## src/rtl/demux_1x8.sv

```systemverilog
// 1-to-8 demultiplexer: the enable and a one-hot decode of s steer y onto a single lane.
// All other lanes are zero. The output is registered (REG_OUT=1) or combinational (REG_OUT=0).
module demux_1x8 #(
   parameter int DATA_W  = 1,
   parameter bit REG_OUT = 1'b1
) (
   input  logic                  clk,
   input  logic                  rst,
   output logic [8*DATA_W-1:0]   i,
   input  logic [2:0]            s,
   input  logic                  e,
   input  logic [DATA_W-1:0]     y
);

   logic [7:0][DATA_W-1:0] i_d;
   logic [7:0]             sel_oh;

   // Each lane gates y with its own bit of the decoded select.
   // This keeps at most one lane non-zero.
   for (genvar k = 0; k < 8; k++) begin : g_lane
      assign sel_oh[k] = e && (s == 3'(k));
   end

   always_comb begin
      i_d = '0;
      for (int k = 0; k < 8; k++) begin
         if (sel_oh[k]) i_d[k] = y;
      end
   end

   if (REG_OUT) begin : g_reg
      logic [7:0][DATA_W-1:0] i_q;

      always_ff @(posedge clk) begin
         if (rst) i_q <= '0;
         else     i_q <= i_d;
      end

      assign i = i_q;
   end else begin : g_comb
      assign i = i_d;
   end

endmodule

```

## config.mk

```make
export PLATFORM = sky130hd
export DESIGN_NAME = demux_1x8
export DESIGN_NICKNAME = d
export VERILOG_FILES = /design/src/rtl/demux_1x8.sv
export SDC_FILE = /design/constraint.sdc
export NUM_CORES = 1
export LEC_CHECK = 0
export BUFFER_PORTS_ARGS = -buffer_cell sky130_fd_sc_hd__buf_2
export CAP_MARGIN = 10
export CORE_AREA = 2 2 39 41
export DETAILED_ROUTE_END_ITERATION = 8
export DIE_AREA = 0 0 41 43
export SYNTH_ARGS = -nofsm -noshare
export SYNTH_HDL_FRONTEND = slang
export SYNTH_SLANG_ARGS = --single-unit
```

## constraint.sdc

```tcl
create_clock -name clk -period 1 [get_ports clk]
set_input_delay 0.2 -clock clk [delete_from_list [all_inputs] [get_ports clk]]
set_output_delay 0.2 -clock clk [all_outputs]
set_load 0.02 [all_outputs]
```

==> impl_results.md, run 1 <==
- Hold Path Sink: i[4]
- Final Max Tran Viols: 0
- Register area share after synthesis: 66.3%
- RSZ-0062 raised after global routing: false
- Final setup violating endpoints: 0
- Ant diodes: 0
- Final worst slack: 0.100 ns
- HP Class: primary input to flip-flop
- Commonest non-fill, non-tap cell in the layout: buf_2
- Outcome: completed
- Synth Instances: 22
- GRT Residual Overflow: 0
- Max_slew headroom: 89.3%
- Hold path depth: 2
- Startpoint types: flip-flop
- Avg Cell Area, Syn: 11.0 sq um
- Final instance area: 354 sq um
- Period utilisation layout: 90.0%
- Unique cell type count in the Yosys netlist: 9
- DRT antenna net count: 0
- Layout cell share with drive strength beyond 1: 48.7%
- Clk slew on worst S/H paths: 0.05 ns
- H-tree levels: 1
- Total power: 594 uW
- Via Count: 208
- Clock Sinks: 8
- Data required, critical path: 0.80 ns
- Layout area overhead: 46.6%
- Largest family of logic cells by synthesized area: simple AND/OR/NAND/NOR gates
- Final setup TNS: 0 ns
- Worst Tran Pin Value: 0.160 ns
- Number of flip-flops in the largest register: 8
- WS Path Type: flip-flop to output port
- Vias/cell: 3.78
- Initial DRC Count: 5
- Cell Rows: 14
- Post-CTS Setup Inserts: 0
- Fmax: 1110 MHz
- TritonCTS clock tree: done
- Pleak: 0.000166 uW
- Minimum clock period: 0.900 ns
- Worst path buffer plus inverter count: 1
- Worst Setup End Kind: output port
- Critical Path AT: 0.70 ns
- WL final: 434 microns
- Mux cell area share after synthesis: 0%
- CP delay by family, top: flip-flops
- Pwr Density: 1680 mW/mm^2
- YS warnings: 0
- Crit-path cells: buf_2
- Crit path largest cell delay: 0.30 ns
- Antenna violations before repair: 0
- Wirelength per Cell: 7.89 microns
- Pre-CTS setup slack: 0.0384 ns
- Max-Cap Viols: 0
- DR pass1 iterations: 4
- Io pins: 15
- Post-synthesis compound-gate area fraction: 0%
- Area of the die: 0.00176 sq mm
- Hold Startpoint: s[0]
- Core ar.: 0.00138 sq mm
- Synth Area in Adders: 0%
- Gr usage total: 7.77%
- CTS root buffer: clkbuf_4
- Crit-path slowest cell: dfxtp_1
- Synth Area in XOR/XNOR: 0%
- Simple-Gate Fraction of Synth Area: 33.7%
- CP Max Fanout: 1
- Syn_nets: 29
- Die X: 41 microns
- Routability congestion estimate: 0.664
- Cell Area, Placed: 332 sq um
- I/O Buffers: 14
- Largest net degree at the start of global routing: 6
- First-pass GRT wire length: 786 microns
- Vias in the first global route: 202
- DRC: 0
- Initial Util: 17.5%
- FF+latch count, synth: 8
- # resized after CTS: 0
- Hold Buf Count CTS: 0
- Worst vdd ir: 0.425 mV
- Die Height: 43 microns
- CTS Buffer Depth: 2
- Commonest cells after routing, fill and taps aside: 14 x buf_2, 8 x dfxtp_1, 6 x nor2_1, 3 x clkbuf_4, 2 x nand3b_1
- CTS buffer count: 3
- Cell Area, Synth: 241 sq um
- Layout Nets: 48
- Final Hold Fails: 0
final cells by class:
cell class                      count  area, sq um
Clock buffer                        3         22.5
Sequential cell                     8          160
Fill cell                         158         1030
Multi-Input combinational cell     14         81.3
Timing Repair Buffer               14         70.1
Tap cell                           16         20.0
logic make-up after synthesis:
| kind of cell | count (synthesis) |
|---|---|
| flip-flops | 8 |
| AND/OR/NAND/NOR | 14 |
report_power, final:
part           leakage [uW]  internal, uW  switching [uW]  total [uW]
logic             0.0000872          18.4            21.8        40.2
clock network     0.0000138           136            94.0         230
registers         0.0000646           323           0.613         323
total              0.000166           477             116         594
cell usage after synthesis (all sizes together):
cell    number  share of area (%)
dfxtp        8                 66
nand2        1                1.6
nand3        1                2.1
nand3b       2                6.2
nor2         6                9.3
nor3         2                6.2
or3b         2                8.3
how the worst max path moves through the flow:
stage	startpoint	end	slack (ns)	depth (start not counted)
floorplan	rst	i[4]	0.20	2
global placement	rst	i[4]	0.08	3
detailed placement	rst	i[4]	0.04	3
CTS	i[0]	i[0]	0.08	1
global route	i[3]	i[3]	0.05	1
finish	i[0]	i[0]	0.10	1
per-stage QoR:
stage | std cells | utilization (%) | hold WS, ns
after floorplan | 22 | - | 0.270
final | 55 | 25.6 | 0.178
after global placement | 52 | 24.0 | 0.425
after CTS | 55 | 25.6 | 0.165
after global routing | 55 | 25.6 | 0.180
after detailed placement | 52 | 24.0 | 0.430
routing by layer:
| metal | share of wire, % | global-route usage [%] |
|---|---|---|
| met1 | 40 | 9.48 |
| met2 | 44 | 6.56 |
| met3 | 12 | 3.14 |
| met4 | 4.4 | 14.0 |
| met5 | 0 | 0 |
No activity file was read; power rests on OpenSTA's default activity.
==> inputs of run 2 (changes only) <==
==> constraint.sdc (replaced) <==
create_clock -name clk -period 0.9 [get_ports clk]
set_input_delay 0.18 -clock clk [delete_from_list [all_inputs] [get_ports clk]]
set_output_delay 0.18 -clock clk [all_outputs]
set_load 0.02 [all_outputs]
==> run 2 against run 1 <==
  * Count of clock-buffer cells in the layout unchanged
  * Critical path depth unchanged
  * Worst hold slack better by 0.038 ns
  * Global-route usage down 0.22 points
  * Sequential share of layout area down 3.6 points
  * Clock power up 13%
  * Largest cell class unchanged
==> impl_results.md, run 2 (synthesis results as in run 1) <==
- Antenna violations before repair: 0
- Data required, critical path: 0.72 ns
- DRC: 0
- Cell Rows: 14
- Ant diodes: 0
- Clk slew on worst S/H paths: 0.05 ns
- CTS root buffer: clkbuf_4
- GR Util met3: 3.14%
- Crit-path slowest cell: dfxtp_1
- Final Hold Fails: 0
- Clock Sinks: 8
- Grt peak-use layer: met4
- Max-Cap Viols: 0
- I/O Buffers: 14
- Routability congestion estimate: 0.661
- Worst Setup End Kind: output port
- CTS buffer count: 3
- Outcome: completed
- Startpoint types: flip-flop
- Max_slew headroom: 89.3%
- Layout cell share with drive strength beyond 1: 52.5%
- CP Max Fanout: 1
- Met2 GRT Util: 7.50%
- Initial DRC Count: 3
- Fmax: 1150 MHz
- Fin util: 28.0%
- WS Path Type: flip-flop to output port
- Worst path buffer plus inverter count: 1
- Total power: 670 uW
- Initial Util: 17.5%
- DR pass1 iterations: 3
- Cell Area, Placed: 339 sq um
- Via Count: 205
- Crit path largest cell delay: 0.32 ns
- Commonest cells after routing, fill and taps aside: 7 x dfxtp_1, 7 x buf_2, 6 x nor2_1, 6 x buf_4, 3 x clkbuf_4
- Pleak: 0.000172 uW
- Worst vdd ir: 0.429 mV
- H-tree levels: 1
- Layout area overhead: 60.6%
- Hold Startpoint: e
- Post-DP HPWL: 370 microns
- Period utilisation layout: 96.9%
- Final instance area: 388 sq um
- Pwr Density: 1730 mW/mm^2
- Core ar.: 0.00138 sq mm
- Io pins: 15
- CTS Buffer Depth: 2
- Die X: 41 microns
- WL final: 455 microns
- Worst Tran Pin Value: 0.160 ns
- RSZ-0062 raised after global routing: false
- Final setup violating endpoints: 0
- Vias in the first global route: 199
- Wirelength per Cell: 8.13 microns
- First-pass GRT wire length: 738 microns
- Largest net degree at the start of global routing: 5
- Area of the die: 0.00176 sq mm
- TritonCTS clock tree: done
- GR Util met1: 7.79%
- Minimum clock period: 0.873 ns
- GRT Residual Overflow: 0
- Crit-path cells: buf_4
- HP Class: primary input to flip-flop
- CP delay by family, top: flip-flops
- Fill count: 146
- Critical Path AT: 0.69 ns
- Number of flip-flops in the largest register: 8
- Final Max Tran Viols: 0
- Gr usage total: 7.55%
- Hold path depth: 3
- Vias/cell: 3.66
- DRT antenna net count: 0
- Layout Nets: 49
- Hold Path Sink: i[5]
- Die Height: 43 microns
## run 2: cell count changes in the layout (fill, tap and decap cells not counted), sizes merged
cell,delta
buf,+1
## run 2: through the flow
step	worst slack [ns]	hold slack [ns]	setup TNS [ns]	cells
6_report	0.0275	0.216	0	56
5_1_grt	0.00159	0.216	0	56
4_1_cts	0.00273	0.211	0	56
3_5_place_dp	-0.0153	0.474	-0.0153	53
3_3_place_gp	-0.000657	0.468	-0.000657	53
2_1_floorplan	0.117	0.250	0	22
## run 2: how the worst max path moves through the flow
stage | start | to | slack, ns | cells after the start
final | i[1] | i[1] | 0.03 | 1
after global routing | i[1] | i[1] | 0.002 | 1
after CTS | i[1] | i[1] | 0.003 | 1
after detailed placement | rst | i[4] | -0.02 | 3
after global placement | rst | i[4] | -0.0007 | 3
after floorplan | rst | i[4] | 0.12 | 2
## run 2: area by class of cell
cell class,instances,area [sq um],area share [%]
sequential,8,161,41.6
timing repair buffer,15,103,26.5
multi-input combinational,14,81.3,21.0
clock buffer,3,22.5,5.81
tap,16,20.0,5.16
## run 2: where the power goes
| part | internal [uW] | switching [uW] | total, uW |
|---|---|---|---|
| clock | 152 | 109 | 260 |
| combinational | 25.4 | 24.6 | 50.1 |
| sequential | 358 | 1.08 | 359 |
## run 2: what timing repair did
item,4_1_cts,5_1_grt
hold buffers,0,0
gates resized for setup,0,10
endpoints found under the setup margin,0,7
endpoints found under the hold margin,0,0
buffers inserted,0,0
## run 2: metal layers
| metal | vias to the layer above | wire [microns] |
|---|---|---|
| met5 | - | 0 |
| met4 | 0 | 27 |
| met3 | 2 | 42 |
| met2 | 12 | 185 |
| met1 | 80 | 200 |
| li1 | 111 | - |
